===== src/rtl/bus_arbiter_pkg.sv =====
// types: shared bus/xbar message formats, transaction kinds and arbiter FSM states
package types;
  localparam int NUM_CPUS = 4;
  localparam int XLEN = 32;
  localparam int SRC_W = $clog2(NUM_CPUS);
  typedef enum logic [1:0] {BUS_RD, BUS_RDX, BUS_UPGR, BUS_WB} bus_tx_t;
  typedef enum logic [1:0] {IDLE, GRANT, WAIT_RESP} arb_state_t;
  typedef struct packed {
    logic valid;
    bus_tx_t bus_tx;
    logic [SRC_W-1:0] source;
    logic [XLEN-1:0] addr;
  } bus_msg_t;
  typedef struct packed {
    logic valid;
    logic [SRC_W-1:0] destination;
    logic [XLEN-1:0] addr;
  } xbar_msg_t;
endpackage


===== src/rtl/bus_arbiter_rr_picker.sv =====
// rr_picker: combinational round-robin pick; req/ptr (first index to consider) in, one-hot gnt and idx out
module rr_picker
  import types::*;
(
  input  logic [NUM_CPUS-1:0] req,
  input  logic [SRC_W-1:0]    ptr,
  output logic [NUM_CPUS-1:0] gnt,
  output logic [SRC_W-1:0]    idx
);
  logic [SRC_W-1:0] c;
  always_comb begin
    gnt = '0;
    idx = '0;
    c = '0;
    for (int i = NUM_CPUS - 1; i >= 0; i--) begin
      c = ptr + SRC_W'(i);
      if (req[c]) begin
        gnt = NUM_CPUS'(1) << c;
        idx = c;
      end
    end
  end
endmodule


===== src/rtl/bus_arbiter.sv =====
// bus_arbiter: round-robin snoop-bus arbiter; req_in/mem_resp in, gnt_out/bus_msg/busy/err out, watchdog on WAIT_RESP
module bus_arbiter
  import types::*;
#(
  parameter int TIMEOUT_CYCLES = 64
) (
  input  logic                clk,
  input  logic                rst,
  input  bus_msg_t            req_in [NUM_CPUS],
  output logic [NUM_CPUS-1:0] gnt_out,
  output bus_msg_t            bus_msg,
  input  xbar_msg_t           mem_resp,
  output logic                busy,
  output logic                err
);
  localparam int CW = $clog2(TIMEOUT_CYCLES + 1);
  arb_state_t state;
  logic [SRC_W-1:0] last_owner, ptr, win_idx;
  logic [NUM_CPUS-1:0] req_v, win;
  logic [CW-1:0] cnt;
  logic is_rd, match, expire;
  always_comb begin
    req_v = '0;
    for (int i = 0; i < NUM_CPUS; i++) req_v[i] = req_in[i].valid;
  end
  assign ptr = last_owner + 1'b1;
  rr_picker u_pick (.req(req_v), .ptr(ptr), .gnt(win), .idx(win_idx));
  // bus_msg doubles as the latched request: addr and bus_tx hold after GRANT
  assign is_rd = bus_msg.bus_tx inside {BUS_RD, BUS_RDX};
  assign match = mem_resp.valid && mem_resp.destination == last_owner && mem_resp.addr == bus_msg.addr;
  assign expire = cnt == CW'(TIMEOUT_CYCLES - 1);
  assign busy = state != IDLE;
  always_ff @(posedge clk) begin
    if (rst) begin
      state <= IDLE;
      last_owner <= SRC_W'(NUM_CPUS - 1);
      bus_msg <= '0;
      gnt_out <= '0;
      err <= 1'b0;
      cnt <= '0;
    end else begin
      gnt_out <= '0;
      err <= 1'b0;
      bus_msg.valid <= 1'b0;
      case (state)
        IDLE: if (|req_v) begin
          state <= GRANT;
          last_owner <= win_idx;
          gnt_out <= win;
          bus_msg <= req_in[win_idx];
          bus_msg.valid <= 1'b1;
          bus_msg.source <= win_idx;
        end
        GRANT: begin
          state <= is_rd ? WAIT_RESP : IDLE;
          cnt <= '0;
        end
        WAIT_RESP: begin
          cnt <= (cnt == CW'(TIMEOUT_CYCLES)) ? cnt : cnt + 1'b1;
          // a match in the expiry cycle wins over the abort
          if (match) state <= IDLE;
          else if (expire) begin
            state <= IDLE;
            err <= 1'b1;
          end
        end
        default: state <= IDLE;
      endcase
    end
  end
endmodule


===== config.mk =====
export PLATFORM = sky130hd
export DESIGN_NAME = bus_arbiter
export DESIGN_NICKNAME = d
export VERILOG_FILES = /design/src/rtl/bus_arbiter_pkg.sv /design/src/rtl/bus_arbiter_rr_picker.sv /design/src/rtl/bus_arbiter.sv
export SDC_FILE = /design/constraint.sdc
export NUM_CORES = 1
export LEC_CHECK = 0
export ABC_AREA = 1
export CAP_MARGIN = 30
export CORE_ASPECT_RATIO = 0.75
export CORE_MARGIN = 2
export CORE_UTILIZATION = 45
export DETAILED_ROUTE_END_ITERATION = 10
export DONT_BUFFER_PORTS = 1
export GPL_TIMING_DRIVEN = 0
export SYNTH_ARGS = -nofsm -noshare
export SYNTH_HDL_FRONTEND = slang
export SYNTH_SLANG_ARGS = --single-unit

===== constraint.sdc =====
create_clock -name clk -period 2.8 [get_ports clk]
set_input_delay 0.28 -clock clk [delete_from_list [all_inputs] [get_ports clk]]
set_output_delay 0.28 -clock clk [all_outputs]
set_load 0.02 [all_outputs]

==> out/metrics.cfg <==
[worst_setup_path]
worstSetupStartpointType = flip-flop
required_ns = 3.01
crit_start = last_owner[0]
crit_top_cell = nand3_1
critPathTopFamily = simple AND/OR/NAND/NOR gates
end_kind = flip-flop
path_class = flip-flop to flip-flop
worst_ep_arrival_time_ns = 2.74
cp_cell_sequence = buf_4, inv_8, ha_1, nor2_1, inv_1, nand3_2, nand2_4, nand2_2, nand2_2, nand2_4, buf_6, buf_4, nand3_1, nand3_1, nand3_1, nand2_1, inv_1
max_stage_delay_ns = 0.38
reg2reg_from = last_owner[0]
crit_fanout = 11
path_buf_inv = 6
slowest_stage = dfxtp_1

[finish]
n_antenna_cell = 0
syn_to_final_growth_pct = 6.48
finalInstanceArea_mm2 = 0.00520
layout_commonest_cell = inv_1
nets = 1085
final_util_pct = 50.0
layout_common_cells = inv_1, nand3_1, nand2_1
fin_cells = 1031
drive_above_1_share_pct = 7.49

[sta]
worst_pin_slew_ns = 0.732
setup_tns_ns = 0
finalSetupViolCount = 0
finalCritPeriodShare_pct = 90.7
rsz0062_at_grt = false
hold_viol = 0
setup_ws_ns = 0.261
finClkSkew_ns = 0.00827
slew_viol_final = 0
slew_headroom_pct = 51.2
finalCriticalPeriod_ns = 2.54
max_freq_ghz = 0.394

[floorplanning]
rows = 32
initial_core_util_pct = 46.9
die_y_um = 94.2
core_area_mm2 = 0.0104
fp.dieArea_mm2 = 0.0117
num_io_pins = 228
die_x_um = 124

[min_path]
hold_path_class = input port to flip-flop
min-delay-start = req_in[34]

[logic_synthesis]
synth_edf_count = 0
synth_ff_type = dfxtp_1
synth_area_leader_cell = dfxtp_1
synth_area_leaders = dfxtp_1, nand3_1, inv_1, nand2_1, nor2_1
netlist_area_mm2 = 0.00489
ys_seq_elements = 53
async_flop_share_pct = 0
ys.warnings.count = 0
ys_types = 36
synthDominantCellAreaShare_pct = 21.7
synth_seq_area_share_pct = 21.7
avgSynthCellArea_um2 = 5.51
syn_inst = 887
synth_fp_nets = 1078

[clocking]
cts_buffers = 5
clock_latency_ns = 0.30
clk_pin_slew_ns = 0.08
htreeDepth = 2
clock-sinks = 53
cts.path.max_buffers = 2
post_cts_resized = 0
postCtsSetupRepairBufs = 0
clk_root_buffer_cell = clkbuf_16
cts_tree = yes
cts_hold_buf = 0

[route]
vias_per_cell = 5.26
drt_iter0_drc = 351
postRouteAntennaNets = 0
wl_per_cell_um = 16.1
firstDrtPassIters = 6
remaining_drc_errors = 0
routed_wl_um = 16600
num_vias = 5424

[power]
pwr-share-clk_pct = 8.6
power_frac_comb_pct = 70.8
leakage_nw = 3.11
ir_drop_uv = 493
switchingPower_w = 0.00442
switching_share_pct = 58.3
powerDensity_mw_per_mm2 = 1460
p_int_w = 0.00316
seq_power_share_pct = 20.6

[placement]
place_area_mm2 = 0.00506
numPortBuffers = 0
place_ws_ns = 0.269
dp_hpwl_um = 13300
place.detailed.instances = 1023
gp_congestion = 0.916

[job]
maxCapViolCount = 0

[outcome]
status = completed

[global_routing]
antenna_found_initial = 0
grt_max_degree = 18
grt_use_total_pct = 27.5
grt_pass1_vias = 5019
grt_overflow = 0
grt_pass1_wl_um = 25500

## stage by stage
step | hold WS, ns | power [W]
CTS | 0.272 | 0.00758
global route | 0.299 | 0.00829
floorplan | 0.460 | 0.00550
finish | 0.267 | 0.00759
global placement | 0.486 | 0.00682
detailed placement | 0.488 | 0.00692
## worst register-to-register path: cells and delay by family, from the launching register on
family        cells  cell delay [ns]
flops             1             0.38
buf+inv           6             0.76
simple gates     10             1.07
fa+ha+maj         1             0.23
## state kept, by name, summed over array words and instances (netlist names)
signal,cells
bus_msg,37
cnt,7
err,1
gnt_out,4
last_owner,2
state,2
## worst paths after layout
check	endpoint	slack, ns	depth (start not counted)
max	bus_msg[11]	0.26	17
min	bus_msg[34]	0.27	6
max reg2reg	bus_msg[11]	0.26	17
min reg2reg	cnt[6]	0.51	1
## cell type report
| type | instances | area [µm²] |
|---|---|---|
| sequential | 53 | 1060 |
| buffer | 40 | 229 |
| clock buffer | 5 | 125 |
| inverter | 235 | 890 |
| tap | 136 | 170 |
| fill | 1203 | 5210 |
| clock inverter | 3 | 21.3 |
| multi-input combinational | 559 | 2710 |
## per-layer routing
| metal | vias to the layer above | routed length, µm | GRT usage, % |
|---|---|---|---|
| met1 | 2435 | 7090 | 33.8 |
| li1 | 2740 | - | - |
| met4 | 0 | 211 | 5.90 |
| met3 | 16 | 1460 | 8.43 |
| met2 | 233 | 7850 | 47.9 |
| met5 | - | 0 | 0 |
## power by group through the flow
stage               sequential, W  clock [W]  combinational (W)
finish                    0.00156   0.000656            0.00537
global route              0.00159   0.000682            0.00601
detailed placement        0.00158          0            0.00534
global placement          0.00158          0            0.00525
floorplan                 0.00148          0            0.00402
CTS                       0.00156   0.000660            0.00536
## synthesized netlist by cell type, types with 2 or more instances
cell type	instances
inv_1	232
nand3_1	185
nand2_1	184
nor2_1	55
dfxtp_1	53
a21oi_1	34
buf_2	18
nand4_1	14
or2_2	13
clkbuf_1	12
nor3_1	12
o21ai_0	12
nand2_2	8
xor2_1	8
ha_1	6
buf_4	5
buf_6	5
a211oi_1	3
nand2_4	3
nand3_2	3
o221ai_1	3
inv_2	2
nor4_1	2
o211ai_1	2
o22ai_1	2
## kinds of logic (layout without fill, tap and decap cells)
family                   Yosys count  after routing  share of synthesized area [%]
adder cells (fa/ha/maj)            6              6                           1.54
buffers and inverters            275            283                           22.9
AO/OA/AOI/OAI                     63             63                           7.40
XOR/XNOR                           9              9                           1.61
AND/OR/NAND/NOR                  481            481                           44.8
flip-flops                        53             53                           21.7
Power figures use the tool's default switching activity.
